<file path="config.mk">
export PLATFORM = sky130hd
export DESIGN_NAME = serial_add_ctrl
export DESIGN_NICKNAME = d
export VERILOG_FILES = /design/src/rtl/serial_add_ctrl.sv
export SDC_FILE = /design/constraint.sdc
export NUM_CORES = 1
export LEC_CHECK = 0
export ABC_AREA = 1
export BUFFER_PORTS_ARGS = -buffer_cell sky130_fd_sc_hd__buf_2
export CORE_AREA = 2 2 59 66
export CTS_BUF_LIST = sky130_fd_sc_hd__clkbuf_16
export CTS_CLUSTER_SIZE = 25
export DETAILED_ROUTE_END_ITERATION = 16
export DIE_AREA = 0 0 61 68
export GPL_TIMING_DRIVEN = 0
export PLACE_DENSITY = 0.81
export SLEW_MARGIN = 20
export SYNTH_ARGS = -nofsm -noshare
export SYNTH_HDL_FRONTEND = slang
export SYNTH_SLANG_ARGS = --single-unit
</file>
<file path="constraint.sdc">
create_clock -name clk -period 1.5 [get_ports clk]
set_input_delay 0.075 -clock clk [delete_from_list [all_inputs] [get_ports clk]]
set_output_delay 0.075 -clock clk [all_outputs]
set_load 0.005 [all_outputs]
</file>
<file path="src/rtl/serial_add_ctrl.sv">
// Bit-serial adder controller: one full adder walks the operands LSB first,
// producing a registered sum, carry-out and two's-complement overflow flag.

// Single-bit full adder; the only arithmetic element of the serial adder.
module full_adder (
  input  logic a,
  input  logic b,
  input  logic ci,
  output logic s,
  output logic co
);

  assign s  = a ^ b ^ ci;
  assign co = (a & b) | (ci & (a ^ b));

endmodule

module serial_add_ctrl #(
  parameter int WIDTH = 8
) (
  input  logic             clk,
  input  logic             rst,
  input  logic             start,
  input  logic [WIDTH-1:0] op_a,
  input  logic [WIDTH-1:0] op_b,
  input  logic             cin,
  output logic             busy,
  output logic             done,
  output logic [WIDTH-1:0] sum,
  output logic             cout,
  output logic             ovf
);

  localparam int CW = (WIDTH > 1) ? $clog2(WIDTH) : 1;
  localparam int PW = WIDTH - 1;
  localparam logic [CW-1:0] LAST_CNT = CW'(WIDTH - 1);

  typedef enum logic [1:0] {
    IDLE = 2'b00,
    RUN  = 2'b01,
    DONE = 2'b10
  } state_t;

  state_t          state;
  state_t          state_nxt;
  logic            load;
  logic            last;

  logic [WIDTH-1:0] a_sr;
  logic [WIDTH-1:0] b_sr;
  logic             carry;
  logic [CW-1:0]    cnt;
  // Holds the first WIDTH-1 result bits; the final bit comes straight from
  // the adder on the completing edge, so no full-width staging is needed.
  logic [PW-1:0]    part;

  logic fa_s;
  logic fa_co;

  full_adder u_fa (
    .a  (a_sr[0]),
    .b  (b_sr[0]),
    .ci (carry),
    .s  (fa_s),
    .co (fa_co)
  );

  // State register.
  always_ff @(posedge clk or posedge rst) begin
    if (rst) begin
      state <= IDLE;
    end else begin
      state <= state_nxt;
    end
  end

  // Next-state logic and state-decoded status outputs.
  always_comb begin
    state_nxt = state;
    load      = 1'b0;
    last      = 1'b0;
    busy      = 1'b0;
    done      = 1'b0;
    case (state)
      IDLE: begin
        if (start) begin
          load      = 1'b1;
          state_nxt = RUN;
        end
      end
      RUN: begin
        busy = 1'b1;
        if (cnt == LAST_CNT) begin
          last      = 1'b1;
          state_nxt = DONE;
        end
      end
      DONE: begin
        done = 1'b1;
        if (start) begin
          load      = 1'b1;
          state_nxt = RUN;
        end else begin
          state_nxt = IDLE;
        end
      end
      default: state_nxt = IDLE;
    endcase
  end

  // Operand capture, serial shifting and result registers.
  always_ff @(posedge clk or posedge rst) begin
    if (rst) begin
      a_sr  <= '0;
      b_sr  <= '0;
      carry <= 1'b0;
      cnt   <= '0;
      part  <= '0;
      sum   <= '0;
      cout  <= 1'b0;
      ovf   <= 1'b0;
    end else if (load) begin
      a_sr  <= op_a;
      b_sr  <= op_b;
      carry <= cin;
      cnt   <= '0;
    end else if (state == RUN) begin
      a_sr  <= a_sr >> 1;
      b_sr  <= b_sr >> 1;
      carry <= fa_co;
      cnt   <= cnt + CW'(1);
      part  <= PW'({fa_s, part} >> 1);
      if (last) begin
        sum  <= {fa_s, part};
        cout <= fa_co;
        ovf  <= carry ^ fa_co;
      end
    end
  end

endmodule

</file>
==> results of run 1 <==
-- worst paths after layout --
check / slack (ps) / to / depth (start not counted) / start
min: 20 / a_sr[7] / 3 / op_a[7]
min reg2reg: 470 / sum[0] / 2 / part[0]
max: 110 / done / 3 / state[0]
max in group asynchronous: 840 / b_sr[2] / 4 / rst
min in group asynchronous: 250 / sum[6] / 3 / rst
max reg2reg: 150 / cout / 6 / cnt[0]
-- power by group through the flow --
| stage | registers, mW | logic (mW) | clock network (mW) |
|---|---|---|---|
| 2_1_floorplan | 1.79 | 1.33 | 0 |
| 3_3_place_gp | 1.81 | 1.75 | 0 |
| 3_5_place_dp | 1.83 | 1.83 | 0 |
| 4_1_cts | 1.81 | 1.85 | 1.02 |
| 5_1_grt | 1.88 | 2.13 | 1.05 |
| 6_report | 1.81 | 1.81 | 0.989 |
-- layout by cell type (no fill, tap or decap) --
cell type / instances
nor2_4: 1
nor2_1: 6
buf_6: 2
buf_12: 1
clkbuf_1: 2
nand2_2: 2
inv_2: 2
ha_1: 2
buf_2: 32
clkbuf_16: 5
fa_1: 1
clkbuf_2: 1
inv_1: 33
clkinv_2: 1
nand2_1: 87
o21ai_0: 9
dlygate4sd3_1: 2
dfrtp_1: 39
nand3_1: 20
xor2_1: 1
inv_4: 1
nand2_4: 2
a21oi_1: 1
o21ai_2: 7
-- per-layer routing --
layer / routed length, um / global-route usage (%) / vias to the layer above
met3: 182 / 6.427 / 3
li1: - / - / 738
met5: 0 / 0 / -
met1: 1513 / 23.95 / 657
met4: 53 / 6.793 / 0
met2: 1652 / 33.87 / 38
-- final cells by class --
cell class	count	area [um2]
Fill cell	320	1338
Sequential cell	39	975.9
Multi-Input combinational cell	139	660.6
Timing Repair Buffer	33	190.2
Inverter	34	130.1
Clock buffer	5	125.1
Tap cell	50	62.56
Buffer	7	45.04
Clock inverter	3	12.51
-- registers in the layout (all words and copies together), names as in the netlist --
register	count
a_sr	8
sum	8
part	7
ovf	1
b_sr	8
carry	1
cout	1
cnt	3
state	2
-- kinds of logic after synthesis --
kind of cell	after synthesis	synth area share, %
AND/OR/NAND/NOR	118	27.37
buffers and inverters	41	9.606
adder cells (fa/ha/maj)	3	2.488
XOR/XNOR	1	0.4838
AO/OA/AOI/OAI	17	6.150
flip-flops	39	53.90
-- through the flow --
step	hold WS, ps	power [mW]	utilization [%]	instances	instance area (um2)
4_1_cts	13.78	4.680	62.18	310	2201
5_1_grt	56.72	5.056	62.21	310	2202
3_5_place_dp	-4.674	3.658	57.72	300	2043
2_1_floorplan	191.6	3.128	-	219	1810
3_3_place_gp	275.2	3.560	57.16	299	2023
6_report	19.93	4.613	62.21	310	2202
-- what timing repair did --
action                     in CTS  in global routing
hold buffers                    2                  0
buffers inserted                0                  0
gates resized for setup         0                  2
setup endpoints to repair       0                  1
hold endpoints to repair       40                  0
-- worst register-to-register path, cell delays in order (launching register included) --
cell and delay [ps]:
dfrtp_1 400, ha_1 210, ha_1 220, nand2_2 170, buf_6 180, nand2_1 70
nand2_1 60
==> metrics.md, run 1 <==
| Metric | Value |
|---|---|
| Tmin final | roughly 1400 ps |
| Largest cells by area after synthesis | dfrtp_1 (54%), nand2_1 (18%), inv_1 (6.6%), nand3_1 (5.5%), o21ai_2 (3.4%) |
| Unique masters post-synth | 19 |
| Drt initial violations | 52 |
| TritonCTS Buffers | 5 |
| Sw Ratio | a little under two fifths |
| Yosys warnings | 0 |
| Max Freq | 0.7197 GHz |
| Vias | 1436 |
| Status | completed |
| Share of the synthesized area in the top cell type | 53.90% |
| Worst-Margin Slew | 438.4 ps |
| Layout cell share with drive strength beyond 1 | 21.92% |
| Min setup slack post-route | between 100 and 150 ps |
| Critical path type | reg -> out |
| Tcrit/Tclk final | just over 90% |
| CTS H-tree lvls | 2 |
| Static Leak | ~1.3 nW |
| Routed WL | about 3400 um |
| Die Ht | 68 um |
| GP Congestion | 0.7585 |
| Crit path max fanout | 10 |
| Crit-path slowest cell | dfrtp_1 |
| Clk_lat worst skew | about 280 ps |
| Final Max Tran Viols | 0 |
| Syn-to-layout area delta | 21.63% |
| DPL Wire Length | between 2000 and 2500 um |
| Most frequent cell after synthesis | nand2_1 |
| Async set-reset flop share out of synthesis | 100.0% |
| Buffers on Ports | 30 |
| Internal Power | about 2.8 mW |
| Post-Syn Nets | 242 |
| CP Buf/Inv Count | 2 |
| Cells after synthesis | 219 |
| Global-route wire length before repair | 6037 um |
| Final ANT Viol Nets | 0 |
| Core Box Area | 3540 um2 |
| Routed len/inst | around 11 um |
| Setup crit end kind | output pin |
| Reg power frac | 39.3% |
| First-pass DRT Iterations | 4 |
| Critical Path Start Type | register |
| Avg Vias per Cell | around 4.6 |
| Data required time of the worst path | around 1400 ps |
| CTS sink count | 39 |
| Chip Width | 61 um |
| Critical Path, Cell by Cell | clkbuf_1 > nor2_1 > buf_2 |
| Drt drc | 0 |
| Largest net degree at the start of global routing | 32 |
| Synth Flop Type | dfrtp_1 |
| Clk buf depth | 2 |
| Max-cap violation count | 0 |
| Post-synth EDFFs | 0 |
| Row cnt | 23 |
| Critical path's top delay family | buffers and inverters |
| DIE AREA | between 4000 and 5000 um2 |
| Comb pwr share | between 30% and 40% |
| CTS tree | built |
| Vias in the first global route | around 1500 |
| CP Data Arrival Time | 1310 ps |
| Rel. slew slack | between 70% and 80% |
| Avg Cell Area, Syn | approximately 8.3 um2 |
| Initial antenna violation count | 0 |
| GR Overflow Total | 0 |
| Sequential-to-total area share from yosys stat | 53.90% |
| Nets@finish | approximately 280 |
| Final setup violation count | 0 |
| Clock transition at the registers of the reported paths | 50 ps |
| Ant diodes | 0 |
| Max IR drop VDD | between 0.8 and 0.9 mV |
| GRT Util Overall | roughly 20% |
| RSZ-0062 raised after global routing | no |
| Sw Pwr | between 1.5 and 2 mW |
| Worst path max stage delay | 420 ps |
| Pre-CTS worst setup slack | ~150 ps |
| Cell type with the largest total area after synthesis | dfrtp_1 |
| Fin Clk Skew | between 3 and 4 ps |
| Initial Utilization | about half |
| Cell area power density | ~2100 nW/um2 |
| Clk root buf | clkbuf_16 |
| Ports | 32 |
| Ranking of synthesized cells by instance count | nand2_1 (87), dfrtp_1 (39), inv_1 (32) |
| Mapped cell area | 1810 um2 |
| Synth Register Bits | 39 |
| Hold Fails Final Rpt | 0 |
| Hold Crit Class | in -> reg |
| Final setup TNS | 0 ps |
| Clock power frac | a little over a fifth |
No activity file was read; power rests on OpenSTA's default activity.
==> inputs of run 2 (changes only) <==
Settings changed: BUFFER_PORTS_ARGS -buffer_cell sky130_fd_sc_hd__buf_2 to default, CORE_AREA 2 2 59 66 to 2 2 55 63, DIE_AREA 0 0 61 68 to 0 0 57 65, DONT_BUFFER_PORTS from default to 1, GPL_TIMING_DRIVEN 0 to default.
==> metrics.md, run 2 (synthesis results as in run 1) <==
| Metric | Value |
|---|---|
| Vias in the first global route | 1458 (+0.28%) |
| Sw Ratio | 37.52% (-0.74 points) |
| Max IR drop VDD | 1.302 mV (+58%) |
| Most frequent cells in the layout | nand2_1 (87), dfrtp_1 (39), inv_1 (32) |
| Area occupied by multi-input gates | 665.6 um2 (+0.76%) |
| Max-cap violation count | 0 (unchanged) |
| Data required time of the worst path | 1720 ps (+300 ps) |
| Final setup violation count | 0 (unchanged) |
| Die Ht | 65 um (-4.4%) |
| Clk_lat worst skew | 280 ps (about the same) |
| Worst path max stage delay | 380 ps (-40 ps) |
| Vias | 1418 (-1.3%) |
| GP Congestion | 0.7389 (-2.6%) |
| Postcts setup bufs | 0 (unchanged) |
| Hold Crit Class | in -> reg |
| Row cnt | 22 (-4.3%) |
| Nets@finish | 260 (-7.8%) |
| Buffers on Ports | 0 (-100%) |
| Layout cell share with drive strength beyond 1 | 11.34% (-11 points) |
| Internal Power | 2.941 mW (+3.3%) |
| Hold path start | start |
| Worst-Margin Slew | 470.2 ps (+31.71 ps) |
| Clock transition at the registers of the reported paths | 50 ps (about the same) |
| Final Max Tran Viols | 0 (unchanged) |
| CTS H-tree lvls | 2 (unchanged) |
| Critical path's top delay family | adder cells |
| CP Buf/Inv Count | 1 (-1) |
| Largest net degree at the start of global routing | 40 (+25%) |
| Comb pwr share | 35.5% (-3.8 points) |
| Routed WL | 3564 um (+4.8%) |
| TritonCTS Buffers | 5 (unchanged) |
| Fin Clk Skew | 4.900 ps (+0.9476 ps) |
| Critical Path, Cell by Cell | ha_1 > ha_1 > inv_1 > nor2_1 > nand2_1 > nand2_1 |
| Sequential cell area | 975.9 um2 (unchanged) |
| Hold Fails Final Rpt | 0 (unchanged) |
| Setup crit end kind | register |
| Critical Path Start Type | register |
| CP Launch Point | cnt[0] |
| CTS tree | built |
| Total Power | 4.708 mW (+2.0%) |
| Largest regs | a_sr x8, b_sr x8, sum x8 |
| Rel. slew slack | 68.66% (-2.1 points) |
| Chip Width | 57 um (-6.6%) |
| Global-route wire length before repair | 6182 um (+2.4%) |
| Sw Pwr | 1.766 mW (about the same) |
| Max Freq | 0.7618 GHz (+5.8%) |
| GR Overflow Total | 0 (unchanged) |
| Status | completed |
| Reg power frac | 39.6% (+0.3 points) |
| Drt initial violations | 63 (+21%) |
| Avg Vias per Cell | 5.175 (+12%) |
| Clk buf depth | 2 (unchanged) |
| Tcrit/Tclk final | 87.51% (-5.1 points) |
| Clk root buf | clkbuf_16 |
| Crit-path slowest cell | dfrtp_1 |
| Final core occ | 68.38% (+6.2 points) |
| CTS sink count | 39 (unchanged) |
| Crit path max fanout | 4 (-6) |
| Routed len/inst | 13.01 um (+19%) |
| DPL Wire Length | 2207 um (-8.1%) |
| Cell area power density | 2194 nW/um2 (+4.7%) |
| Static Leak | 1.172 nW (-6.5%) |
| Initial antenna violation count | 0 (unchanged) |
| Tmin final | 1313 ps (-76.78 ps) |
| Ant diodes | 0 (unchanged) |
| DIE AREA | 3705 um2 (-11%) |
| Commonest non-fill, non-tap cell in the layout | nand2_1 |
| GRT Util Overall | 22.46% (+2.4 points) |
| Ports | 32 (unchanged) |
| FILL cells | 249 (-22%) |
| Initial Utilization | 57.70% (+6.5 points) |
| Syn-to-layout area delta | 18.52% |
| Clock power frac | 24.9% (+3.5 points) |
| First-pass DRT Iterations | 4 (unchanged) |
| Critical path type | reg -> reg |
| CP Data Arrival Time | 1530 ps (+220 ps) |
| Final ANT Viol Nets | 0 (unchanged) |
| Core Box Area | 3138 um2 (-11%) |
| Reg-to-Reg Start | cnt[0] |
| Drt drc | 0 (unchanged) |
run 2: worst min-delay path: stages:
cell     delay, ps
nand3_1         60
nand3_1         70
nand2_1         50
run 2: worst paths after layout:
kind | end | slack (ps) | depth (start not counted)
worst max-delay path | ovf | 190 | 6
worst min-delay path | a_sr[3] | 10 | 3
worst max register to register | ovf | 190 | 6
worst min register to register | b_sr[3] | 480 | 2
max in group asynchronous | b_sr[1] | 820 | 3
min in group asynchronous | b_sr[4] | 350 | 3
run 2: final cells by class:
class	instances	share of cell area, %
inverter	34	6.064
tap	36	2.099
clock inverter	3	1.808
clock buffer	5	5.831
sequential	39	45.48
multi-input combinational	139	31.02
timing repair buffer	18	7.697
run 2: power groups by stage:
stage	registers [mW]	clock network (mW)	logic [mW]
floorplan	1.79	0	1.33
global placement	1.85	0	1.56
detailed placement	1.87	0	1.63
CTS	1.87	1.19	1.67
global route	1.93	1.23	1.98
finish	1.86	1.17	1.67
run 2: through the flow:
step                instance area, um2  setup slack, ps  instances  hold WS (ps)  setup TNS, ps
finish                            2146            187.3        274         10.83              0
floorplan                         1810            261.0        219         191.6              0
global placement                  1857            184.9        254         107.7              0
global route                      2146           -8.167        274         29.44         -8.167
CTS                               2141            73.27        274         1.432              0
detailed placement                1857            112.7        254         111.2              0
run 2: per-layer routing:
metal	track usage, %	up-vias	routed length, um
met2	38.65	57	1807
li1	-	695	-
met3	8.583	11	203
met5	0	-	0
met1	23.66	655	1456
met4	11.34	0	97
run 2: timing repair:
item / 4_1_cts / 5_1_grt
hold buffers: 12 / 0
gates resized for setup: 0 / 1
setup endpoints to repair: 0 / 8
hold endpoints to repair: 50 / 0
